[src/rtl/trng_com_pkg.sv]
// Shared definitions for the TRNG serial link: frame shape, default bit timing
// and the receiver FSM state encoding.
package trng_com_pkg;

  localparam int DATA_BITS        = 8;
  localparam int STOP_BITS        = 1;
  localparam int DEF_CLKS_PER_BIT = 16;

  typedef enum logic [2:0] {
    ST_IDLE      = 3'd0,
    ST_START     = 3'd1,
    ST_DATA      = 3'd2,
    ST_STOP      = 3'd3,
    ST_WAIT_IDLE = 3'd4
  } rx_state_e;

endpackage

[src/rtl/rx_fifo.sv]
// Show-ahead receive buffer; a push into a full buffer is dropped unless a pop
// frees the slot in the same cycle.
module rx_fifo #(
  parameter int DEPTH_WIDTH = 2,
  parameter int WIDTH       = 8
) (
  input  logic                 i_clk,
  input  logic                 i_reset_n,
  input  logic                 i_push,
  input  logic [WIDTH-1:0]     i_push_dat,
  input  logic                 i_pop,
  output logic [WIDTH-1:0]     o_head,
  output logic                 o_full,
  output logic                 o_empty,
  output logic [DEPTH_WIDTH:0] o_count,
  output logic                 o_push_ok,
  output logic                 o_overrun
);

  localparam int DEPTH = 1 << DEPTH_WIDTH;
  localparam logic [DEPTH_WIDTH:0] FULL_CNT = (DEPTH_WIDTH + 1)'(DEPTH);

  logic [WIDTH-1:0]       mem [DEPTH];
  logic [DEPTH_WIDTH-1:0] wr_ptr;
  logic [DEPTH_WIDTH-1:0] rd_ptr;
  logic [DEPTH_WIDTH:0]   count;
  logic                   pop_ok;

  assign o_full    = (count == FULL_CNT);
  assign o_empty   = (count == '0);
  assign pop_ok    = i_pop && !o_empty;
  assign o_push_ok = i_push && (!o_full || pop_ok);
  assign o_head    = mem[rd_ptr];
  assign o_count   = count;

  always_ff @(posedge i_clk or negedge i_reset_n) begin
    if (!i_reset_n) begin
      wr_ptr    <= '0;
      rd_ptr    <= '0;
      count     <= '0;
      o_overrun <= 1'b0;
      for (int i = 0; i < DEPTH; i++) mem[i] <= '0;
    end else begin
      o_overrun <= i_push && !o_push_ok;
      if (o_push_ok) begin
        mem[wr_ptr] <= i_push_dat;
        wr_ptr      <= wr_ptr + 1'b1;
      end
      if (pop_ok) rd_ptr <= rd_ptr + 1'b1;
      case ({o_push_ok, pop_ok})
        2'b10:   count <= count + 1'b1;
        2'b01:   count <= count - 1'b1;
        default: count <= count;
      endcase
    end
  end

endmodule

[src/rtl/trng_com_rx.sv]
// 8N1 serial receiver for the TRNG link: synchronizer, bit-timing FSM,
// show-ahead byte buffer and RTS flow control.
//
// state        | meaning
// -------------+-----------------------------------------------------------
// ST_IDLE      | line idle high, waiting for a start edge
// ST_START     | half a bit into the start bit, confirm it is still low
// ST_DATA      | sample 8 data bits LSB first, one per bit period
// ST_STOP      | sample the stop bit; push the byte or flag a framing error
// ST_WAIT_IDLE | after a framing error, wait for the line to return high
module trng_com_rx
  import trng_com_pkg::*;
#(
  parameter int CLKS_PER_BIT = DEF_CLKS_PER_BIT,
  parameter int DEPTH_WIDTH  = 2
) (
  input  logic       i_clk,
  input  logic       i_reset_n,
  input  logic       i_serial_data,
  output logic       o_serial_rts_n,
  output logic [7:0] o_dat,
  output logic       o_valid,
  input  logic       i_read,
  output logic       o_frame_err,
  output logic       o_overrun,
  output logic [3:0] o_dat_cnt
);

  localparam int DEPTH = 1 << DEPTH_WIDTH;
  localparam logic [15:0] BIT_TC  = 16'(CLKS_PER_BIT - 1);
  localparam logic [15:0] HALF_TC = 16'(CLKS_PER_BIT / 2 - 1);
  localparam logic [2:0]  LAST_BIT = 3'(DATA_BITS - 1);
  localparam logic [DEPTH_WIDTH:0] RTS_LVL = (DEPTH_WIDTH + 1)'(DEPTH - 1);

  logic                 sync_q1;
  logic                 rx_s;
  rx_state_e            state;
  logic [15:0]          tmr;
  logic [2:0]           bit_idx;
  logic [7:0]           shreg;
  logic                 push;
  logic                 fifo_full;
  logic                 fifo_empty;
  logic [DEPTH_WIDTH:0] fifo_count;
  logic                 push_ok;

  always_ff @(posedge i_clk or negedge i_reset_n) begin
    if (!i_reset_n) begin
      sync_q1 <= 1'b1;
      rx_s    <= 1'b1;
    end else begin
      sync_q1 <= i_serial_data;
      rx_s    <= sync_q1;
    end
  end

  // tmr is a down-counter; every sample point is its terminal count.
  always_ff @(posedge i_clk or negedge i_reset_n) begin
    if (!i_reset_n) begin
      state       <= ST_IDLE;
      tmr         <= '0;
      bit_idx     <= '0;
      shreg       <= '0;
      push        <= 1'b0;
      o_frame_err <= 1'b0;
    end else begin
      push        <= 1'b0;
      o_frame_err <= 1'b0;
      case (state)
        ST_IDLE: begin
          if (!rx_s) begin
            state   <= ST_START;
            tmr     <= HALF_TC;
            bit_idx <= '0;
          end
        end
        ST_START: begin
          if (tmr == '0) begin
            tmr   <= BIT_TC;
            state <= rx_s ? ST_IDLE : ST_DATA;
          end else begin
            tmr <= tmr - 1'b1;
          end
        end
        ST_DATA: begin
          if (tmr == '0) begin
            tmr   <= BIT_TC;
            shreg <= {rx_s, shreg[7:1]};
            if (bit_idx == LAST_BIT) state <= ST_STOP;
            else                     bit_idx <= bit_idx + 1'b1;
          end else begin
            tmr <= tmr - 1'b1;
          end
        end
        ST_STOP: begin
          if (tmr == '0) begin
            if (rx_s) begin
              push  <= 1'b1;
              state <= ST_IDLE;
            end else begin
              o_frame_err <= 1'b1;
              state       <= ST_WAIT_IDLE;
            end
          end else begin
            tmr <= tmr - 1'b1;
          end
        end
        ST_WAIT_IDLE: begin
          if (rx_s) state <= ST_IDLE;
        end
        default: state <= ST_IDLE;
      endcase
    end
  end

  rx_fifo #(
    .DEPTH_WIDTH(DEPTH_WIDTH),
    .WIDTH      (8)
  ) u_rx_fifo (
    .i_clk     (i_clk),
    .i_reset_n (i_reset_n),
    .i_push    (push),
    .i_push_dat(shreg),
    .i_pop     (i_read),
    .o_head    (o_dat),
    .o_full    (fifo_full),
    .o_empty   (fifo_empty),
    .o_count   (fifo_count),
    .o_push_ok (push_ok),
    .o_overrun (o_overrun)
  );

  assign o_valid = !fifo_empty;

  // Occupancy can never exceed DEPTH, so ">= DEPTH-1" is "full or one short".
  always_ff @(posedge i_clk or negedge i_reset_n) begin
    if (!i_reset_n) begin
      o_dat_cnt      <= '0;
      o_serial_rts_n <= 1'b1;
    end else begin
      if (push_ok) o_dat_cnt <= o_dat_cnt + 1'b1;
      o_serial_rts_n <= fifo_full || (fifo_count == RTS_LVL);
    end
  end

endmodule
[config.mk]
export PLATFORM = sky130hd
export DESIGN_NAME = trng_com_rx
export DESIGN_NICKNAME = d
export VERILOG_FILES = /design/src/rtl/trng_com_pkg.sv /design/src/rtl/rx_fifo.sv /design/src/rtl/trng_com_rx.sv
export SDC_FILE = /design/constraint.sdc
export NUM_CORES = 1
export LEC_CHECK = 0
export BUFFER_PORTS_ARGS = -buffer_cell sky130_fd_sc_hd__clkbuf_2
export CAP_MARGIN = 20
export CORE_AREA = 2 2 90 92
export DETAILED_ROUTE_END_ITERATION = 7
export DIE_AREA = 0 0 92 94
export HOLD_SLACK_MARGIN = 0.02
export PLACE_DENSITY = 0.63
export SYNTH_ARGS = -nofsm -noshare
export SYNTH_HDL_FRONTEND = slang
export SYNTH_HIERARCHICAL = 1
export SYNTH_SLANG_ARGS = --single-unit
[constraint.sdc]
create_clock -name i_clk -period 3.2 [get_ports i_clk]
set_input_delay 0.16 -clock i_clk [delete_from_list [all_inputs] [get_ports i_clk]]
set_output_delay 0.16 -clock i_clk [all_outputs]
set_load 0.1 [all_outputs]
==> flow_summary.yaml <==
status:
  status: "finished clean"
clock_tree:
  clkLatencyLatePin_ns: 0.35
  cts_buffers: 9
  cts_hold_buf: 2
  clk_pin_slew_ns: 0.09
  post-cts-setup-buffer-count: 0
  cts-resized-gates: 0
  cts.sinks: 79
  cts_tree: "built"
  cts_max_path_buffers: 2
  cts.htree.levels: 3
  clk_root_buffer_cell: "clkbuf_8"
min_path:
  hp-class: "in2async"
timing:
  setup_viol: 0
  holdWs_ns: 0.164
  skew_ns: 0.0104
  fin_setup_tns_ns: 0
  max_slew_margin: 0.592
  fmax_mhz: 348
  finalHoldViolCount: 0
  finalMaxSlewViolations: 0
  post-route-period-util: 0.898
  worst_slew_pin_slew_ns: 0.612
  period_minus_slack_ns: 2.87
  rsz0062_at_grt: "no"
global_routing:
  first_global_vias: 2409
  grt_overflow_total: 0
  gr-usage-all-layers: 0.177
  antenna_found_initial: 0
  grt_pass1_wl_um: 11700
  grt_max_degree: 80
layout:
  finish.utilization: 0.552
  final_layout_size_suffix_gt1_frac: 0.298
  stdcell_count: 431
  syn2layout_area_growth_pct: 11.2
  nets: 338
  n_antenna_cell: 0
  n_fill_cell: 627
setup_path:
  r2r-start: "tmr[1]$_DFFE_PN0P_"
  setup.worst_path.end: "tmr[1]$_DFFE_PN0P_"
  cp-startpoint: "tmr[1]$_DFFE_PN0P_"
  worst_setup_path_start_kind: "register"
  critPathArrivalTime_ns: 3.08
  r2r_slack_ns: 0.33
  r2r_end: "tmr[1]$_DFFE_PN0P_"
  worstSetupPathType: "reg2reg"
  reg2reg_depth: 6
  end_kind: "register"
  cp_data_required_time_ns: 3.41
  critPathMaxFanout: 11
drt:
  vias: 2346
  wirelength_um: 6730
  drcViolationCount: 0
  drt_iter0_drc: 87
  detail-route-antenna-nets: 0
  wl_per_cell_um: 15.6
  drt_first_pass_iters: 4
  viasPerCell: 5.44
floorplan:
  die-area_um2: 8650
  dieHeight_um: 94
  rows: 32
  pin_count: 20
  coreArea_um2: 7610
  start_util: 0.496
  die_width_um: 92
logic_synthesis:
  yosysWarnings: 6
  synth_common_cells: "dfrtp_1, mux2_2, nand2_1, inv_1, nor2_1"
  syn-mean-instance-area_um2: 12.5
  synth_area_leaders: "dfrtp_1, mux2_2, mux4_2"
  synth-async-reset-ratio: 1.00
  synth_top_area_frac: 0.504
  synth_seq_cells: 79
  yosysMostFrequentCell: "dfrtp_1"
  synth_nets: 317
  synth-edff-count: 0
  ys_seq_area_frac: 0.525
  synth_area_um2: 3770
  ys_types: 52
  yosys.area.top_type: "dfrtp_1"
  yosys_most_used_dff: "dfrtp_1"
  syn_inst: 303
power_and_ir_drop:
  p_leak_nw: 1.99
  irDropWorstVdd_uv: 357
  powerDensity_nw_per_um2: 688
  p_total_w: 0.00289
placed_design:
  numPortBuffers: 19
  gp_congestion: 0.791
  detailed_place_hpwl_um: 4440
  numPlacedInstances: 412
flow_run:
  drv_cap: 0
power by group:
part           switching [W]  leakage [nW]  internal, W
clock               0.000371        0.0968     0.000365
combinational       0.000432         0.839     0.000310
sequential          0.000254          1.05      0.00115
routing by layer:
layer,wire length (um),track usage,part of all wire
met1,3190,0.226,0.47
met2,3230,0.294,0.48
met3,195,0.0337,0.029
met4,116,0.0784,0.017
met5,0,0,0
worst max-delay path, stage by stage, from the launching register on:
cell and delay [ns]:
dfrtp_1 0.41, inv_1 0.09, ha_1 0.19, or3b_2 0.55, or4_1 0.76, o21ai_0 0.55, a22oi_1 0.17
worst min-delay path by stage:
stage               cells past startpoint                       endpoint  slack, ns
finish                                  2  u_rx_fifo/mem[26]$_DFFE_PN0P_       0.16
floorplan                               0         bit_idx[0]$_DFFE_PN0P_      -0.14
CTS                                     3  u_rx_fifo/o_overrun$_DFF_PN0_       0.17
global placement                        1              sync_q1$_DFF_PN1_       0.25
global route                            2  u_rx_fifo/mem[26]$_DFFE_PN0P_       0.15
detailed placement                      1              sync_q1$_DFF_PN1_       0.25
cell type report:
type	instances	area (um^2)	area share
Clock inverter	6	68.8	0.0164
Inverter	16	60.1	0.0143
Multi-Input combinational cell	195	1680	0.400
Timing Repair Buffer	23	153	0.0364
Sequential cell	79	1980	0.472
Clock buffer	10	128	0.0304
Tap cell	102	128	0.0304
cell usage in the layout (no fill, tap or decap), types with 4 or more instances in the layout:
master / count
inv_1: 16
xor2_1: 4
or3_1: 4
nor2_2: 4
or4_1: 10
mux4_2: 8
dfrtp_1: 76
nor4_1: 5
clkbuf_8: 9
nand3_1: 5
nor2_1: 12
xnor2_1: 6
a22oi_1: 5
mux2i_1: 4
nor3_1: 5
o21ai_0: 8
nand2_1: 19
o31ai_1: 4
mux2_2: 41
ha_1: 9
clkbuf_2: 18
registers in the layout, indices dropped and copies added, names as in the netlist:
register,cells
sync_q1,1
state,3
o_serial_rts_n,1
o_frame_err,1
push,1
bit_idx,3
shreg,8
u_rx_fifo/rd_ptr,2
rx_s,1
tmr,16
o_dat_cnt,4
u_rx_fifo/o_count,3
u_rx_fifo/o_overrun,1
u_rx_fifo/mem,32
u_rx_fifo/wr_ptr,2
stage by stage:
step | area [um^2] | worst slack, ns
after floorplan | 3770 | 0.625
after global placement | 3950 | 0.457
after detailed placement | 3950 | 0.368
after CTS | 4170 | 0.354
after global routing | 4200 | 0.112
final | 4200 | 0.326
cell families after synthesis:
kind of cell,count (synthesis),synth area share
mux,54,0.184
flops,79,0.525
compound gates,39,0.0753
buf+inv,29,0.0298
xor+xnor,10,0.0232
fa+ha+maj,10,0.0352
simple gates,82,0.128
No activity file was read; power rests on OpenSTA's default activity.
